==> src/rtl/instr_fetch_unit.sv <==
// rtl/instr_fetch_unit.sv - fetch stage: PC, imem req/valid handshake, registered instr with valid/ready
// One instruction is in flight at a time; a redirect on any edge overrides everything else.
module instr_fetch_unit #(
   parameter int                PC_W     = 8,
   parameter int                INSTR_W  = 8,
   parameter logic [PC_W-1:0]   RESET_PC = '0
) (
   input  logic                 clk,
   input  logic                 rst_n,
   output logic                 imem_req,
   output logic [PC_W-1:0]      imem_addr,
   input  logic [INSTR_W-1:0]   imem_rdata,
   input  logic                 imem_valid,
   output logic [INSTR_W-1:0]   instr,
   output logic [1:0]           opcode,
   output logic [PC_W-1:0]      instr_pc,
   output logic                 instr_valid,
   input  logic                 instr_ready,
   input  logic                 redirect,
   input  logic [PC_W-1:0]      redirect_target
);

   typedef enum logic [1:0] {IDLE, FETCH, HOLD} state_t;

   state_t               state_q, state_d;
   logic [PC_W-1:0]      pc_q, pc_d;
   logic [INSTR_W-1:0]   instr_q, instr_d;
   logic [PC_W-1:0]      instr_pc_q, instr_pc_d;
   logic                 instr_valid_q, instr_valid_d;

   always_ff @(posedge clk or negedge rst_n) begin
      if (!rst_n) begin
         state_q       <= IDLE;
         pc_q          <= RESET_PC;
         instr_q       <= '0;
         instr_pc_q    <= '0;
         instr_valid_q <= 1'b0;
      end else begin
         state_q       <= state_d;
         pc_q          <= pc_d;
         instr_q       <= instr_d;
         instr_pc_q    <= instr_pc_d;
         instr_valid_q <= instr_valid_d;
      end
   end

   always_comb begin
      state_d       = state_q;
      pc_d          = pc_q;
      instr_d       = instr_q;
      instr_pc_d    = instr_pc_q;
      instr_valid_d = instr_valid_q;
      if (redirect) begin
         // Any same-cycle memory response or downstream accept is dropped.
         pc_d          = redirect_target;
         instr_valid_d = 1'b0;
         state_d       = FETCH;
      end else begin
         unique case (state_q)
            IDLE: state_d = FETCH;
            FETCH: begin
               if (imem_valid) begin
                  instr_d       = imem_rdata;
                  instr_pc_d    = pc_q;
                  pc_d          = pc_q + PC_W'(1);
                  instr_valid_d = 1'b1;
                  state_d       = HOLD;
               end
            end
            HOLD: begin
               if (instr_valid_q && instr_ready) begin
                  instr_valid_d = 1'b0;
                  state_d       = FETCH;
               end
            end
            default: state_d = IDLE;
         endcase
      end
   end

   assign imem_req    = (state_q == FETCH);
   assign imem_addr   = pc_q;
   assign instr       = instr_q;
   assign opcode      = instr_q[INSTR_W-1:INSTR_W-2];
   assign instr_pc    = instr_pc_q;
   assign instr_valid = instr_valid_q;

endmodule

==> config.mk <==
export PLATFORM = sky130hd
export DESIGN_NAME = instr_fetch_unit
export DESIGN_NICKNAME = d
export VERILOG_FILES = /design/src/rtl/instr_fetch_unit.sv
export SDC_FILE = /design/constraint.sdc
export NUM_CORES = 1
export LEC_CHECK = 0
export ABC_AREA = 1
export CORE_AREA = 2 2 69 51
export CTS_BUF_LIST = sky130_fd_sc_hd__clkbuf_2 sky130_fd_sc_hd__clkbuf_4 sky130_fd_sc_hd__clkbuf_8
export DETAILED_ROUTE_END_ITERATION = 12
export DIE_AREA = 0 0 71 53
export HOLD_SLACK_MARGIN = 0.15
export MAX_ROUTING_LAYER = met4
export PLACE_DENSITY_LB_ADDON = 0.08
export SLEW_MARGIN = 20
export SYNTH_ARGS = -nofsm -noshare
export SYNTH_HDL_FRONTEND = slang
export SYNTH_SLANG_ARGS = --single-unit
==> constraint.sdc <==
create_clock -name clk -period 2.1 [get_ports clk]
set_input_delay 0.21 -clock clk [delete_from_list [all_inputs] [get_ports clk]]
set_output_delay 0.21 -clock clk [all_outputs]
set_load 0.005 [all_outputs]
[Yosys cells after proc, flatten, opt, wreduce, memory -nomap -nowiden]
Index checks and enable logic that the tools add are counted.
Operators by class
  add/sub/neg operators: 1
  equality and inequality tests: 4
  muxes and demuxes: 11
  bitwise gates (word level): 1
  reductions and logical operators: 9
Operator list (count)
  $mux W8: 3
  $add A8 B1 Y8 const B: 1
  $mux W2: 3
  $pmux W2 S3: 1
  $reduce_and A3 Y1: 2
  $reduce_and A2 Y1: 2
  $reduce_bool A2 Y1: 2
  $mux W1: 3
  $ne A3 B1 Y1 const B: 1
  $ne A3 B3 Y1 const B: 1
  $reduce_bool A3 Y1: 1
  $eq A2 B1 Y1 const B: 1
  $eq A2 B2 Y1 const B: 1
  $logic_not A2 Y1: 1
  $pmux W1 S2: 1
  $logic_and A1 B1 Y1: 1
  $not A1 Y1: 1
Word-level totals
  register bits after elaboration: 27
  input bits: 21
  output and inout bits: 28
  logic and storage cells: 31

[Longest topological paths before layout]
Gate-level depths: netlist (run 1).
  depth after elaboration: 4
  gate-level depth with buffers: 7
  mapped depth without buffers: 6

[Least setup slack after synthesis (run 1)]
Ideal clock, no wire load.
  path kind: reg-to-reg
  start point: register state_q[1]
  end point: register instr_pc_q[4], in the netlist instr_pc[4]
  setup time: 0.117 ns
  data arrival time: 1.032 ns
  required time: 1.983 ns
  setup slack: 0.951 ns
  cell stages (with the launch flop): 8
  path buffers: 1
  period minus slack after synthesis: 1.149 ns
  path through: dfrtp_1 inv_2 nand3_4 nor2_8 inv_4 buf_6 nand2_1 o21ai_2
Between the ends
  longest elaborated chain between the ends: 2
Ends and longest elaborated chain
  start: declaration: line 25  | state_t state_q, state_d;
  start signal: assignment: line 39  | state_q <= state_d;
  $eq A2 B1 Y1: line 59  | unique case (state_q)
  $reduce_and A3 Y1 (no source line)
  end signal: assignment: line 42  | instr_pc_q <= instr_pc_d;
  end: declaration: line 28  | logic [PC_W-1:0] instr_pc_q, instr_pc_d;
No other way between the ends.
A chain may end at the register's enable or synchronous reset.

[Final worst setup path (run 1)]
  start point: register state_q[0]
  end point: output imem_req
Between the ends
  longest elaborated chain between the ends: 1
Ends and longest elaborated chain
  $eq A2 B1 Y1: line 81  | assign imem_req = (state_q == FETCH);
  end: declaration: line 10  | output logic imem_req,
No other way between the ends.

==> metrics.txt, run 1 <==
Synth Register Bits 27; Reg-to-Reg End instr_pc[3]; Crit Path Max Fanout 4; period utilization 77.1%; DRC errors left 0; fin. max-slew vios 0; CP bufs+invs 2; Syn Area/Cell 8.33 um2; Routed Wire Length 3010 um; RSZ-0062 raised after global routing false; Setup CP Type register to output port; syn_nets 184; DR WL met3 255 um; H-tree levels 1; final hold vios 0; Final min period 1620 ps; LEAKAGE 0.000903 uW; DR pass1 iterations 4; GR Overflow Total 0; Crit path largest cell delay 520 ps; CP delay by family, top buffers and inverters; clock edge transition at the registers on the reported setup and hold paths 90 ps; area delta synth->final 39.3%; CTS root buffer clkbuf_8; Worst setup EP type output port; metal2 WL 1310 um; worst flop-to-flop path startpoint state_q[1]; Critical Path AT 1410 ps; Worst-Margin Slew 429 ps; CTS max path bufs 2; crit path cell chain inv_1 -> nor2_1 -> clkdlybuf4s50_1; initial core utilization 43.7%; Setup Buffers After CTS 0; top sig layer met4; row count 17; die width 71 um; layout cells sized above 1 9.09%; CP Launch Point state_q[0]; Vias 1,173; IO buf count 48; sequential area share after synthesis 50.1%; Mapped Area 1350 um2; number of vias per cell 4.75; Max VDD drop 0.000367 V; Synth Instances 162; Die ar. 3760 um2; CTS tree yes; ant diodes 0; first-iteration detailed-routing DRC count 34; outcome complete, no violations; vias in the first global route 1,071; largest net degree at the start of global routing 28; setup slack, reg-to-reg 820 ps; Routed Antenna Nets 0; Reg2Reg Depth 6; Final setup viols 0; Peak Freq 618 MHz; first-pass GRT wire length 4900 um; Clock Latency Late Sink 280 ps; clock sink count 27; clk_skew 2.53 ps; Warnings, synthesis 0; Pwr Total 1540 uW; unique cell type count in the Yosys netlist 21; CTS resizes 0; post-DP HPWL 2220 um; maxcap violations 0; total track usage 18.0%; initial antenna violation count 0; I/O pin total 49; Worst Hold Class primary input to async pin; DIE HEIGHT 53 um; total CTS buffers 3; fin nets 232; Critical Path Start Type register; core area 3080 um2; CP Data Required Time 1890 ps; hold_buf cts 0; Setup crit end imem_req; routed len/inst 12.2 um; setup_tns 0 ps; Rel. slew slack 71.4%; slowest CP cell clkdlybuf4s50_1; Routability Congestion 0.864; critical path depth 3; M1 WL 1400 um; PwrDens 817 nW/um2
==> cells in the mapped netlist <==
library cell | number | area share, %
inv_2 | 1 | 0.28
dfrtp_1 | 27 | 50
nand3_1 | 16 | 5.9
buf_6 | 3 | 2.5
nand2_1 | 68 | 19
o21ai_0 | 5 | 1.9
a21oi_1 | 1 | 0.37
nand4_1 | 2 | 0.93
inv_4 | 1 | 0.46
o21a_1 | 1 | 0.56
nor2_1 | 5 | 1.4
o211ai_1 | 2 | 1.1
nor2_8 | 1 | 1.5
buf_2 | 1 | 0.37
inv_1 | 13 | 3.6
ha_1 | 1 | 0.93
xor2_1 | 1 | 0.65
o21ai_2 | 7 | 4.5
nand3_4 | 1 | 1.3
buf_4 | 4 | 2.2
nand2_2 | 1 | 0.46
==> cell usage in the layout (no fill, tap or decap) <==
master and n:
nand2_1 68, clkdlybuf4s50_1 48, dfrtp_1 27, nand3_1 16, inv_1 13, o21ai_2 7, nor2_1 5, o21ai_0 5
clkbuf_8 3, buf_4 3, nand4_1 2, o211ai_1 2, inv_2 1, nand3_4 1, nor2_8 1, inv_4 1
nand2_2 1, o21a_1 1, a21oi_1 1, xor2_1 1, ha_1 1, clkinvlp_4 1
==> stage by stage <==
| step | hold WS, ps | utilization [%] | instance area [um2] | setup WS (ps) | std cells |
|---|---|---|---|---|---|
| after floorplan | -85.6 | - | 1350 | 951 | 162 |
| after global placement | 458 | 59.4 | 1830 | 409 | 243 |
| after detailed placement | 463 | 59.4 | 1830 | 366 | 243 |
| after CTS | 310 | 60.9 | 1880 | 480 | 247 |
| after global routing | 319 | 60.9 | 1880 | 398 | 247 |
| final | 302 | 60.9 | 1880 | 481 | 247 |
==> cell type report <==
type                       count  area (um2)
multi-input combinational    112         546
tap                           38        47.5
fill                         266        1200
inverter                      15        58.8
timing repair buffer          51         503
sequential                    27         676
clock buffer                   3        41.3
clock inverter                 1        7.51
==> worst min path at each step <==
| stage | start | end | depth (start not counted) |
|---|---|---|---|
| finish | rst_n | imem_addr[4] | 2 |
| global placement | instr[4] | instr[4] | 2 |
| detailed placement | instr[2] | instr[2] | 2 |
| global route | rst_n | imem_addr[2] | 2 |
| CTS | rst_n | imem_addr[2] | 2 |
| floorplan | rst_n | imem_addr[0] | 0 |
==> registers in the layout, summed over array words and instances (netlist names) <==
| name | count |
|---|---|
| instr_valid | 1 |
| state_q | 2 |
| instr | 8 |
| imem_addr | 8 |
| instr_pc | 8 |
==> layer usage <==
layer	GRT usage (%)	up-vias
met2	27.6	50
met5	-	-
li1	-	602
met4	8.81	0
met1	22.2	517
met3	5.14	4
==> cells by family after synthesis <==
group / after synthesis / synth area share, %
buf+inv: 23 / 9.46
simple gates: 94 / 30.4
flops: 27 / 50.1
xor+xnor: 1 / 0.649
fa+ha+maj: 1 / 0.927
compound gates: 16 / 8.44
==> power by group <==
part	switching [uW]	leakage [uW]	internal (uW)
registers	84.1	0.000334	627
logic	208	0.000547	312
clock network	168	0.0000217	135
total	461	0.000903	1070
Note: power is estimated with default switching activity, not from simulation.
==> inputs of run 2 (changes only) <==
Settings changed: CORE_AREA 2 2 69 51 to 2 2 72 53, DIE_AREA 0 0 71 53 to 0 0 74 55.
Clock period 2.1 ns to 1.38 ns, I/O delays scaled along.
==> run 2 against run 1 <==
  * Power rose by 57%
  * Worst hold slack got worse by 73 ps
  * Sequential power rose by 49%
  * Global-route usage fell by 1.1 points
  * Critical path type unchanged
  * Critical endpoint is now imem_addr[3]
  * Largest cell class unchanged
==> metrics.txt, run 2 (same netlist as run 1, synthesis figures left out) <==
fin nets 247; post-route insts no fill 274; setup_tns 0 ps; IO buf count 48; clock sink count 27; outcome complete, no violations; P_sw 716 uW; number of vias per cell 4.54; first-iteration detailed-routing DRC count 28; maxcap violations 0; Peak Freq 747 MHz; CP Data Required Time 1240 ps; final worst slack 41.7 ps; worst hold margin 230 ps; Crit path largest cell delay 510 ps; DRC errors left 0; DR pass1 iterations 4; initial core utilization 39.7%; vias in the first global route 1,041; combinational power share 37.4%; PwrDens 1200 nW/um2; Vias 1,244; largest net degree at the start of global routing 28; placement-stage cell area 1880 um2; fin. max-slew vios 0; first-pass GRT wire length 4980 um; core area 3400 um2; Critical Path AT 1200 ps; I/O pin total 49; CP delay by family, top buffers and inverters; total CTS buffers 3; Routed Antenna Nets 0; commonest non-fill, non-tap cell in the layout nand2_1; CTS max path bufs 2; period utilization 97.0%; Internal 1700 uW; Final setup viols 0; layout cells sized above 1 17.0%; row count 18; DIE HEIGHT 55 um; sequential share of power 43.9%; Routed Wire Length 3200 um; cell area after layout 2010 um2; H-tree levels 1; commonest non-fill, non-tap cells in the layout nand2_1, clkdlybuf4s50_1, dfrtp_1; Clock Latency Late Sink 270 ps; Final min period 1340 ps; Crit Path Max Fanout 5; CTS root buffer clkbuf_8; initial antenna violation count 0; slowest CP cell clkdlybuf4s50_1; GR Overflow Total 0; clock share of power 18.7%; die width 74 um; area delta synth->final 49.0%; Max VDD drop 0.000722 V; Rel. slew slack 76.6%; CP bufs+invs 1; CTS tree yes; routed len/inst 11.7 um; LEAKAGE 0.000978 uW; Worst setup EP type output port; Worst Hold Class primary input to async pin; Worst-Margin Slew 351 ps; total track usage 16.9%; Critical Path Start Type register; final hold vios 0; Cells after DPL 260; fillers 300; clock edge transition at the registers on the reported setup and hold paths 90 ps; crit path cell chain clkdlybuf4s50_1; clk_skew 3.83 ps; DP Worst Slack 16.0 ps; Setup CP Type register to output port; post-DP HPWL 2330 um; Die ar. 4070 um2; ant diodes 0; hold_buf cts 0; Routability Congestion 0.845; Switching Fraction 29.7%
-- run 2: layout make-up --
type	instances	area, um2	share of cell area [%]
multi-input cells	112	548	27.3
inverters	15	58.8	2.93
flip-flops and latches	27	679	33.8
well taps	50	62.6	3.11
clock buffers	3	41.3	2.05
clock inverters	1	5.00	0.249
repair buffers	66	614	30.6
-- run 2: what timing repair did --
item	4_1_cts	5_1_grt
resized for setup	5	0
pin swaps	1	0
buffers inserted	4	6
setup endpoints to repair	5	5
-- run 2: power groups by stage --
stage / Combinational [uW] / Sequential (uW) / Clock (uW)
final: 903 / 1060 / 450
after global routing: 1010 / 1080 / 502
after CTS: 860 / 1070 / 470
after detailed placement: 818 / 1100 / 0
after global placement: 810 / 1100 / 0
after floorplan: 340 / 1090 / 0
-- run 2: path summary, 6_finish.rpt --
check                              start            to  slack (ps)  cells after the start
max in group asynchronous          rst_n  imem_addr[3]         860                      2
min in group clk           imem_rdata[1]      instr[1]         410                      3
hold / removal                     rst_n  imem_addr[0]         230                      2
setup reg to reg              state_q[1]   instr_pc[1]         110                      7
setup / recovery            imem_addr[3]  imem_addr[3]          40                      1
hold reg to reg                 instr[1]      instr[1]         480                      2
-- run 2: stage by stage --
step                power [uW]  util, %
finish                    2410     59.1
global route              2590     59.1
CTS                       2400     57.8
detailed placement        1920     55.4
global placement          1910     55.4
floorplan                 1430        -
-- run 2: metal layers --
metal  GRT usage, %  wire length (um)  vias up
met5              -                 0        -
met1           22.8              1530      576
met2           25.9              1470       31
met3           4.71               155        4
met4           3.03                39        0
li1               -                 -      633
==> inputs of run 3 (changes only) <==
Settings changed: CORE_AREA 2 2 72 53 to 2 2 78 57, DIE_AREA 0 0 74 55 to 0 0 80 59.
==> run 3 against run 2 <==
  * Via count shrank 1.8%
  * Worst setup slack improved by 12 ps
  * Worst hold slack better by 9.3 ps
  * Design area is 0.93% lower
  * Global-route usage decreased by 2.2 points
  * Power decreased by 1.4%
  * Cell count shrank 0.36%
  * First-iteration DRC count is 79% higher
  * Critical path depth unchanged
  * Largest power group unchanged
  * Sequential power about the same
  * Sequential share of layout area grew 0.38 points
==> metrics.txt, run 3 (same netlist as run 1, synthesis figures left out) <==
outcome complete, no violations; core area 3900 um2; clock edge transition at the registers on the reported setup and hold paths 90 ps; CP delay by family, top buffers and inverters; period utilization 96.1%; CP bufs+invs 1; IO buf count 48; die width 80 um; DRC errors left 0; utilization after layout 51.1%; first-pass GRT wire length 5190 um; clock sink count 27; Peak Freq 754 MHz; Setup CP Type register to output port; row count 19; combinational power share 37.0%; slowest CP cell clkdlybuf4s50_1; Switching Fraction 29.2%; Rel. slew slack 76.5%; PwrDens 1190 nW/um2; initial core utilization 34.6%; Cells after DPL 261; Critical Path AT 1190 ps; clk_skew 3.54 ps; commonest non-fill, non-tap cell in the layout nand2_1; total track usage 14.7%; maxcap violations 0; layout cells sized above 1 15.8%; Clock Latency Late Sink 270 ps; ant diodes 0; Critical Path Start Type register; RSZ-0062 raised after global routing false; Final min period 1330 ps; area delta synth->final 47.6%; fin. max-slew vios 0; number of vias per cell 4.47; Internal 1680 uW; total CTS buffers 3; vias in the first global route 1,112; setup_tns 0 ps; Worst-Margin Slew 353 ps; CTS root buffer clkbuf_8; final hold vios 0; P_sw 696 uW; LEAKAGE 0.000973 uW; post-route insts no fill 273; crit path cell chain clkdlybuf4s50_1; DR pass1 iterations 4; first-iteration detailed-routing DRC count 50; Vias 1,221; Die ar. 4720 um2; Max VDD drop 0.000656 V; I/O pin total 49; H-tree levels 1; Routed Wire Length 3070 um; DIE HEIGHT 59 um; Worst Hold Class primary input to async pin; clock share of power 18.6%; Pwr Total 2380 uW; Crit path largest cell delay 520 ps; Routability Congestion 0.808; Crit Path Max Fanout 4; Routed Antenna Nets 0; sequential share of power 44.4%; fin nets 244; routed len/inst 11.3 um; CTS max path bufs 2; largest net degree at the start of global routing 28; hold_buf cts 0; Worst setup EP type output port; Final setup viols 0; initial antenna violation count 0; CP Data Required Time 1240 ps; GR Overflow Total 0; commonest non-fill, non-tap cells in the layout nand2_1, clkdlybuf4s50_1, dfrtp_1; post-DP HPWL 2300 um; CTS tree yes
[run 3: cell type report]
type / instances / area (um2)
Tap cell: 52 / 65.1
Inverter: 15 / 58.8
Fill cell: 391 / 1910
Clock buffer: 3 / 41.3
Sequential cell: 27 / 681
Clock inverter: 1 / 5.00
Timing Repair Buffer: 63 / 594
Multi-Input combinational cell: 112 / 546
[run 3: metrics by stage]
step | setup WS [ps] | hold slack, ps | area (um2)
after floorplan | 231 | -158 | 1350
after global placement | 31.4 | 458 | 1880
after detailed placement | 15.6 | 463 | 1880
after CTS | 2.22 | 246 | 1940
after global routing | 14.2 | 289 | 1990
final | 53.3 | 239 | 1990
[run 3: per-layer routing]
| metal | routed length (um) | up-vias | track usage, % |
|---|---|---|---|
| li1 | - | 624 | - |
| met1 | 1600 | 564 | 21.2 |
| met2 | 1320 | 31 | 21.2 |
| met3 | 140 | 2 | 3.81 |
| met4 | 14 | 0 | 2.18 |
| met5 | 0 | - | - |
[run 3: final timing paths]
path	end	slack, ps	startpoint	cells after the start
worst max-delay path	imem_addr[0]	50	imem_addr[0]	1
worst min-delay path	imem_addr[0]	240	rst_n	2
worst max register to register	instr_pc[7]	130	state_q[1]	7
worst min register to register	instr[3]	480	instr[3]	2
max in group asynchronous	imem_addr[5]	860	rst_n	2
min in group clk	instr[0]	400	imem_rdata[0]	3
[run 3: power groups by stage]
stage / Clock [uW] / Combinational [uW] / Sequential [uW]
floorplan: 0 / 340 / 1090
global placement: 0 / 811 / 1090
detailed placement: 0 / 813 / 1100
CTS: 465 / 827 / 1090
global route: 494 / 982 / 1080
finish: 441 / 880 / 1060
[run 3: repair_timing]
| action | CTS | global route |
|---|---|---|
| endpoints found under the hold margin | 0 | 0 |
| gates resized for setup | 5 | 1 |
| buffers inserted | 2 | 6 |
| setup endpoints to repair | 5 | 7 |
